===== config.mk =====
export PLATFORM = sky130hd
export DESIGN_NAME = bram_stream_fifo_ctrl
export DESIGN_NICKNAME = d
export VERILOG_FILES = /design/src/rtl/bram_stream_fifo_ctrl.sv
export SDC_FILE = /design/constraint.sdc
export NUM_CORES = 1
export LEC_CHECK = 0
export BUFFER_PORTS_ARGS = -buffer_cell sky130_fd_sc_hd__buf_2
export CORE_AREA = 2 2 73 75
export DETAILED_ROUTE_END_ITERATION = 10
export DIE_AREA = 0 0 75 77
export PLACE_DENSITY_LB_ADDON = 0.25
export SYNTH_ARGS = -nofsm -noshare
export SYNTH_HDL_FRONTEND = slang
export SYNTH_SLANG_ARGS = --single-unit
export TNS_END_PERCENT = 1

===== constraint.sdc =====
create_clock -name clk -period 7.6 [get_ports clk]
set_clock_uncertainty 0.1 [all_clocks]
set_input_delay 1.14 -clock clk [delete_from_list [all_inputs] [get_ports clk]]
set_output_delay 1.14 -clock clk [all_outputs]
set_load 0.01 [all_outputs]

===== src/rtl/bram_stream_fifo_ctrl.sv =====
// FIFO controller for an external simple dual-port BRAM.
// Reads are issued ahead of demand into a 2-entry FWFT output buffer.
module bram_stream_fifo_ctrl #(
  parameter int ADDR_WIDTH = 6,
  parameter int DATA_WIDTH = 8
) (
  input  logic                  clk,
  input  logic                  rst_n,
  input  logic                  in_valid,
  output logic                  in_ready,
  input  logic [DATA_WIDTH-1:0] in_data,
  output logic                  out_valid,
  input  logic                  out_ready,
  output logic [DATA_WIDTH-1:0] out_data,
  output logic [ADDR_WIDTH+1:0] count,
  output logic                  mem_wr_en,
  output logic [ADDR_WIDTH-1:0] mem_write_addr,
  output logic [DATA_WIDTH-1:0] mem_write_data,
  output logic [ADDR_WIDTH-1:0] mem_read_addr,
  input  logic [DATA_WIDTH-1:0] mem_read_data
);

  localparam int DEPTH = 2 ** ADDR_WIDTH;
  localparam int CW    = ADDR_WIDTH + 1;
  localparam int NW    = ADDR_WIDTH + 2;

  logic [ADDR_WIDTH-1:0] wr_ptr;
  logic [ADDR_WIDTH-1:0] rd_ptr;
  logic [CW-1:0]         mem_cnt;
  logic [CW-1:0]         mem_cnt_next;
  logic                  rd_inflight;
  logic [DATA_WIDTH-1:0] obuf [2];
  logic                  obuf_wp;
  logic                  obuf_rp;
  logic [1:0]            buf_cnt;
  logic [1:0]            buf_cnt_next;
  logic [1:0]            occ;
  logic [NW-1:0]         count_next;
  logic                  push;
  logic                  pop;
  logic                  issue;

  assign push           = in_valid & in_ready;
  assign out_valid      = (buf_cnt != 2'd0);
  assign pop            = out_valid & out_ready;
  assign out_data       = obuf[obuf_rp];

  assign mem_wr_en      = push;
  assign mem_write_addr = wr_ptr;
  assign mem_write_data = in_data;
  assign mem_read_addr  = rd_ptr;

  // Slots committed to the buffer (held plus returning from BRAM).
  assign occ   = buf_cnt + {1'b0, rd_inflight};
  assign issue = (mem_cnt != '0) &&
                 (occ < (2'd2 + {1'b0, pop}));

  assign mem_cnt_next = mem_cnt + CW'(push) - CW'(issue);
  assign buf_cnt_next = buf_cnt + {1'b0, rd_inflight}
                      - {1'b0, pop};
  assign count_next   = NW'(mem_cnt_next) + NW'(issue)
                      + NW'(buf_cnt_next);

  // Pointers, occupancy counters and registered status.
  always_ff @(posedge clk or negedge rst_n) begin
    if (!rst_n) begin
      wr_ptr      <= '0;
      rd_ptr      <= '0;
      mem_cnt     <= '0;
      rd_inflight <= 1'b0;
      buf_cnt     <= 2'd0;
      in_ready    <= 1'b0;
      count       <= '0;
    end else begin
      if (push)
        wr_ptr <= wr_ptr + 1'b1;
      if (issue)
        rd_ptr <= rd_ptr + 1'b1;
      mem_cnt     <= mem_cnt_next;
      rd_inflight <= issue;
      buf_cnt     <= buf_cnt_next;
      in_ready    <= (mem_cnt_next < CW'(DEPTH));
      count       <= count_next;
    end
  end

  // Output buffer: BRAM data lands at tail, head advances on pop.
  always_ff @(posedge clk or negedge rst_n) begin
    if (!rst_n) begin
      obuf[0] <= '0;
      obuf[1] <= '0;
      obuf_wp <= 1'b0;
      obuf_rp <= 1'b0;
    end else begin
      if (rd_inflight) begin
        obuf[obuf_wp] <= mem_read_data;
        obuf_wp       <= ~obuf_wp;
      end
      if (pop)
        obuf_rp <= ~obuf_rp;
    end
  end

endmodule


== Word level (Yosys, flattened, before mapping) ==
Index checks and enable logic that the tools add are counted.

* Flip-flop bits (word level): 49
* Bits of input ports: 20
* Output and inout port bits: 39
* Logic and storage cells: 41

* Add/subtract/negate cells: 9
* Order comparisons: 5
* Mux-type cells: 6
* Bitwise operators: 6
* Reductions and logical operators: 4

{| class="wikitable"
|+ Operator list
! kind !! number
|-
| $mux 8 || 4
|-
| $bwmux 16 || 1
|-
| $add 6x1->6 const B || 2
|-
| $add 7x1->8 || 1
|-
| $add 8x2->8 || 1
|-
| $demux 8 s1 || 1
|-
| $add 7x1->7 || 1
|-
| $lt 7x7->1 const B || 1
|-
| $reduce_bool 7->1 || 1
|-
| $sub 7x1->7 || 1
|-
| $ge 2x2->1 const B || 2
|-
| $not 1->2 || 2
|-
| $add 2x1->2 || 1
|-
| $add 2x1->2 const A || 1
|-
| $and 1x1->1 || 2
|-
| $logic_and 1x1->1 || 2
|-
| $lt 2x1->1 const B || 1
|-
| $lt 2x2->1 || 1
|-
| $not 1->1 || 2
|-
| $reduce_bool 2->1 || 1
|-
| $sub 2x1->2 || 1
|}

== Depth between registers and ports, before layout ==
Gate-level depths: netlist of run 1.

* Word-level depth: 8
* Mapped depth: 16
* Depth with buffers taken out: 16

== Worst setup path before layout of run 1 ==
Ideal clock, no wire load.

* Path kind: input -> register
* From: input out_ready
* To: register count[6]
* Library setup time: 0.123 ns
* Arrival time: 3.739 ns
* Required time: 7.377 ns
* Slack: 3.638 ns
* Stages on the path: 14
* Path buffers: 0
* Cells stage by stage: and2_1 > ha_1 > inv_1 > ha_1 > a31oi_2 > ha_1 > inv_1 > ha_1 > fa_1 > and3b_1 > or3_4 > xnor2_4 > nand4_1 > xnor2_1

* Longest elaborated chain between the ends: 7
* Elaborated cells on any way between the ends: 8
* Classes of those cells: add/sub (5); order compare (1); bitwise (1); reduce/logical (1)

{| class="wikitable"
|+ Ends and longest elaborated chain
! element !! line !! source
|-
| start, declared || 13 || <nowiki>input logic out_ready,</nowiki>
|-
| $and 1x1->1 || 45 || <nowiki>assign pop = out_valid & out_ready;</nowiki>
|-
| $add 2x1->2 || 56 || <nowiki>(occ < (2'd2 + {1'b0, pop}));</nowiki>
|-
| $lt 2x2->1 || 56 ||
|-
| $logic_and 1x1->1 || 55 || <nowiki>assign issue = (mem_cnt != '0) &&</nowiki>
|-
| net issue || 41 || <nowiki>logic issue;</nowiki>
|-
| $sub 7x1->7 || 58 || <nowiki>assign mem_cnt_next = mem_cnt + CW'(push) - CW'(issue);</nowiki>
|-
| net mem_cnt_next[4] || 30 || <nowiki>logic [CW-1:0] mem_cnt_next;</nowiki>
|-
| $add 7x1->8 || 61 || <nowiki>assign count_next = NW'(mem_cnt_next) + NW'(issue)</nowiki>
|-
| $add 8x2->8 || 62 || <nowiki>+ NW'(buf_cnt_next);</nowiki>
|-
| net count_next[6] || 38 || <nowiki>logic [NW-1:0] count_next;</nowiki>
|-
| end signal, assigned || 83 || <nowiki>count <= count_next;</nowiki>
|-
| end, declared || 15 || <nowiki>output logic [ADDR_WIDTH+1:0] count,</nowiki>
|}

The timed path passes the listed nets, and every way through them passes these cells.
A chain may end at the register's enable or synchronous reset.

== Final worst setup path of run 1 ==
* From: input out_ready
* To: register count[5]

* Longest elaborated chain between the ends: 7
* Elaborated cells on any way between the ends: 8
* Classes of those cells: add/sub (5); order compare (1); bitwise (1); reduce/logical (1)

{| class="wikitable"
|+ Ends and longest elaborated chain
! element !! line !! source
|-
| $and 1x1->1 || 45 ||
|-
| net pop || 40 || <nowiki>logic pop;</nowiki>
|-
| $add 2x1->2 || 56 ||
|-
| $lt 2x2->1 || 56 ||
|-
| $logic_and 1x1->1 || 55 ||
|-
| net issue || 41 ||
|-
| $sub 7x1->7 || 58 ||
|-
| net mem_cnt_next[1] || 30 ||
|-
| $add 7x1->8 || 61 ||
|-
| $add 8x2->8 || 62 ||
|-
| net count_next[5] || 38 ||
|}

The timed path passes the listed nets, and every way through them passes these cells.

==> out/results.txt, run 1 <==
R2R setup slack = 3900 ps
TNS Setup = 0 ps
commonest non-fill, non-tap cells in the layout = dfrtp_1 (49), buf_2 (42), mux2_2 (26), inv_1 (19), ha_1 (15)
largest net degree at the start of global routing = 50
Crit-path slowest cell = fa_1
Post-CTS Setup Inserts = 0
CP peak stage delay = 460 ps
Post-Layout Cell Count = 301
Area growth, synth to finish = 15.0%
Post-Synth Adder-Cell Area = 10.2%
most numerous cell on the critical path = ha_1
Hold Crit Class = flip-flop to flip-flop
worst-path cell chain = buf_2 > and2_1 > ha_1 > inv_1 > ha_1 > a31oi_2 > ha_1 > inv_1 > ha_1 > fa_1 > ha_1 > nor2b_1 > o21ai_0 > nand3b_2 > xnor2_1
DRT Pass-1 Iters = 3
# hold bufs at CTS = 0
first-pass GRT wire length = 6.69 mm
simple logic cell fraction of the synthesized area = 9.36%
Tot GR Track Use = 15.2%
Clock Latency Late Sink = 300 ps
syn_area_per_cell = 12.7 um^2
overall routed net length = 3.91 mm
post-layout min period = 4020 ps
DRC viols = 0
CTS Buf Count = 5
Crit path max-delay family = adder cells
Crit. path cell count = 15
port bufs = 42
vias in the first global route = 1,473
Critical Path Start Type = primary input
Compound-Gate Fraction of Synth Area = 3.34%
HPWL Detailed = 2.96 mm
post-synthesis cell count = 192
grt ovf = 0
Synth area leaders = dfrtp_1 (50%), mux2_2 (12%), ha_1 (7.7%), xnor2_1 (4.3%), xor2_1 (3.2%)
Rel. slew slack = 30.6%
Yosys warnings = 0
Req. time, crit path = 7720 ps
mux contribution to synthesized area = 12.0%
num rows = 26
Antenna Nets Post-Route = 0
vias per cell = 4.73
RePlAce Congestion = 0.783
starting density of the core = 48.9%
depth of the worst register-to-register path = 15
initial antenna violation count = 0
CP Class = primary input to flip-flop
crit-path max FO = 8
H-tree levels = 2
Mapped Nets = 230
Unique masters post-synth = 35
Post-Syn Area = 0.00243 mm^2
CORE AREA = 0.00498 mm^2
status = finished, final reports clean
XOR/XNOR Fraction of Synth Area = 8.69%
root buf cell = clkbuf_8
net count reported at finish = 268
final setup fails = 0
drt wl/cell = 13.0 um
worst-margin pin slew = 1040 ps
final core utilization = 56.2%
Final period util = 52.9%
DIE WIDTH = 75 um
area leader, netlist = dfrtp_1
CTS tree = done
number of diodes = 0
worst hold stages = 1
die area = 0.00578 mm^2
max-cap check violation count = 0
clock-pin slew on the worst setup and hold paths = 80 ps
DRT iter0 DRCs = 36
largest family of logic cells by synthesized area = multiplexers
Yosys reg bits = 49
I/O Pins = 59
Setup crit end kind = flip-flop
die span in y = 77 um
unrepaired setup endpoints after global routing = no
Clock Sinks = 49
f_max = 249 MHz
most common cell after layout, fill and taps aside = dfrtp_1
Max clock buf depth = 2
Seq/Total Area, Yosys = 50.4%
fin. max-slew vios = 0
Vias = 1,425
share of post-route cells with drive strength above 1 = 37.7%
Inst Count DP = 293
final hold vios = 0
Post-CTS Resized = 0
Arr. time, crit path = 4140 ps
Layout fillers = 466
area share of the largest cell type after synthesis = 50.4%
buffers and inverters on the worst path = 3
## cells by family after synthesis
kind of cell	Yosys count
AO/OA/AOI/OAI	10
XOR/XNOR	22
adder cells (fa/ha/maj)	18
buffers and inverters	31
flip-flops	49
multiplexers	26
AND/OR/NAND/NOR	36
## per-stage QoR
stage / hold slack (ps) / setup slack [ps] / cell area (um^2)
after floorplan: 363 / 3640 / 2430
after global placement: 354 / 3290 / 2660
after detailed placement: 364 / 3250 / 2660
after CTS: 380 / 3550 / 2800
after global routing: 394 / 3330 / 2800
final: 378 / 3580 / 2800
## flip-flops by register name, indices dropped and copies added, names as in the netlist
name / flops
obuf_rp: 1
mem_cnt: 7
in_ready: 1
obuf_wp: 1
buf_cnt: 2
mem_read_addr: 6
rd_inflight: 1
count: 8
mem_write_addr: 6
obuf: 16
## routing by layer
| layer | vias up | global-route usage, % | routed length, um |
|---|---|---|---|
| met1 | 677 | 18.6 | 1740 |
| met3 | 7 | 4.07 | 211 |
| met5 | - | 0 | 0 |
| met2 | 32 | 24.9 | 1880 |
| met4 | 0 | 6.25 | 76 |
| li1 | 709 | - | - |
## cell usage after synthesis, drive strengths merged
master   number
nand2         7
xnor2        13
buf           8
mux2         26
o21ai         2
ha           15
and3          1
xor2          9
a211oi        1
and2          3
inv          20
nand3         1
fa            3
a21oi         1
nor2b         4
o31ai         2
nand3b        1
and3b         1
and2b         1
nor3b         3
a31oi         3
or3           1
clkbuf        3
nor3          2
nor2          3
and4bb        1
dfrtp        49
or2           2
a2111oi       1
nand4         5
## final cells by class
type                       count  area [um^2]  area share [%]
inverter                      20         75.1            2.68
clock inverter                 3         68.8            2.46
tap                           70         87.6            3.13
timing repair buffer          42          210            7.51
sequential                    49         1230            43.8
multi-input combinational    112         1060            37.9
clock buffer                   5         68.8            2.46
## worst paths after layout
kind,endpoint,startpoint
max in group asynchronous,count[6]$_DFF_PN0_,rst_n
worst min register to register,mem_write_addr[5]$_DFFE_PN0P_,mem_write_addr[5]$_DFFE_PN0P_
worst max register to register,count[5]$_DFF_PN0_,rd_inflight$_DFF_PN0_
worst min-delay path,mem_write_addr[5]$_DFFE_PN0P_,mem_write_addr[5]$_DFFE_PN0P_
min in group asynchronous,obuf[8]$_DFFE_PN0P_,rst_n
worst max-delay path,count[5]$_DFF_PN0_,out_ready
Power of run 1 is left out: the tool's default activity adds up to more than one toggle a clock period on the data nets, which glitch-free logic cannot reach.
==> run 2: changes to the inputs <==
==> constraint.sdc (replaced) <==
create_clock -name clk -period 3.9 [get_ports clk]
set_clock_uncertainty 0.1 [all_clocks]
set_input_delay 0.585 -clock clk [delete_from_list [all_inputs] [get_ports clk]]
set_output_delay 0.585 -clock clk [all_outputs]
set_load 0.01 [all_outputs]
==> run 2 against run 1 <==
Net effect: non-clock buffer count rose by 1; sequential share of layout area is 0.16 points higher; flip-flop and latch count unchanged; first-iteration DRC count up 47%; via count grew 3.3%; count of clock-buffer cells in the layout increased by 1; setup slack got worse by 3300 ps; cell count up 0.33%; critical path depth unchanged; hold slack worse by 14 ps; cell area down 0.36%; die area is the same; highest routed layer unchanged.
==> out/results.txt, run 2 (synthesized netlist as in run 1, its figures left out) <==
Critical Path Start Type = flip-flop
DRC viols = 0
Clock Sinks = 49
# hold bufs at CTS = 0
grt ovf = 0
PnR worst setup slack = 266 ps
TNS Setup = 0 ps
most flop-heavy register = obuf
status = finished, final reports clean
Largest regs = obuf: 16 flops, count: 8 flops, mem_cnt: 7 flops
f_max = 275 MHz
unrepaired setup endpoints after global routing = no
DRT Pass-1 Iters = 4
Area growth, synth to finish = 14.5%
CP peak stage delay = 540 ps
hold path start = mem_read_addr[5]$_DFFE_PN0P_
Final period util = 93.2%
final hold vios = 0
Arr. time, crit path = 3750 ps
vias in the first global route = 1,468
Tot GR Track Use = 14.8%
worst flop-to-flop path startpoint = buf_cnt[1]$_DFF_PN0_
number of diodes = 0
crit-path max FO = 3
die span in y = 77 um
Setup crit end kind = flip-flop
drt wl/cell = 13.2 um
CTS tree = done
post-layout min period = 3630 ps
net count reported at finish = 269
port bufs = 42
CTS Buf Count = 5
buffers and inverters on the worst path = 2
Clock Latency Late Sink = 300 ps
M3 GR Usage = 4.07%
global route hottest layer = met2
num rows = 26
max-cap check violation count = 0
Antenna Nets Post-Route = 0
Req. time, crit path = 4020 ps
dpl ws = 288 ps
vias per cell = 4.87
root buf cell = clkbuf_8
final setup fails = 0
largest net degree at the start of global routing = 50
H-tree levels = 2
Max clock buf depth = 2
CORE AREA = 0.00498 mm^2
initial antenna violation count = 0
Hold Crit Class = flip-flop to flip-flop
worst-margin pin slew = 1060 ps
Largest register FFs = 16
die area = 0.00578 mm^2
Crit-path slowest cell = fa_1
Post-CTS Setup Inserts = 0
RePlAce Congestion = 0.777
starting density of the core = 48.9%
Crit path max-delay family = adder cells
CP Class = flip-flop to flip-flop
overall routed net length = 3.98 mm
I/O Pins = 59
clock-pin slew on the worst setup and hold paths = 90 ps
fin. max-slew vios = 0
Inst Count DP = 294
commonest non-fill, non-tap cells in the layout = dfrtp_1 (49), buf_2 (42), mux2_2 (26), inv_1 (19), ha_1 (15)
worst setup path start = buf_cnt[1]$_DFF_PN0_
met2 Use GR = 23.6%
HPWL Detailed = 2.91 mm
most common cell after layout, fill and taps aside = dfrtp_1
Post-CTS Resized = 0
Post-Layout Cell Count = 302
Rel. slew slack = 29.5%
most numerous cell on the critical path = ha_1
DRT iter0 DRCs = 53
first-pass GRT wire length = 6.58 mm
met1 usage = 18.9%
DIE WIDTH = 75 um
share of post-route cells with drive strength above 1 = 37.9%
worst-path cell chain = or2_2 > and2_1 > ha_1 > inv_1 > ha_1 > a31oi_2 > ha_1 > inv_1 > ha_1 > fa_1 > ha_1 > nor2b_1 > o21ai_0 > nand3b_2 > xnor2_1
Vias = 1,472
[run 2: cell count changes in the layout (fill, tap and decap cells not counted), sizes merged]
cell / previous run / this run
clkinvlp: 0 / 1
inv: 21 / 20
buf: 42 / 43
bufinv: 2 / 1
clkbuf: 5 / 6
[run 2: cell type report]
cell class	instances	area [um^2]
clock buffers	6	82.6
clock inverters	2	37.5
multi-input cells	112	1060
fillers	447	2190
repair buffers	43	218
inverters	20	75.1
well taps	70	87.6
flip-flops and latches	49	1230
[run 2: metal layers]
metal | wire length [um] | share of wire [%]
met3 | 250 | 6.3
met1 | 1790 | 45
met4 | 73 | 1.8
met5 | 0 | 0
met2 | 1870 | 47
[run 2: final timing paths]
path	to	slack, ps	depth (start not counted)
worst min-delay path	mem_read_addr[5]$_DFFE_PN0P_	360	1
worst max-delay path	count[5]$_DFF_PN0_	270	15
worst max register to register	count[5]$_DFF_PN0_	270	15
worst min register to register	mem_read_addr[5]$_DFFE_PN0P_	360	1
min in group asynchronous	mem_write_addr[5]$_DFFE_PN0P_	370	1
max in group asynchronous	mem_cnt[0]$_DFF_PN0_	2690	1
[run 2: metrics by stage]
step                hold WS, ps  area (um^2)  utilization, %
finish                      364         2790            56.0
global route                384         2790            56.0
CTS                         369         2790            56.0
detailed placement          353         2670            53.6
global placement            355         2670            53.6
floorplan                   189         2430               -
Power of run 2 is left out for the same reason.
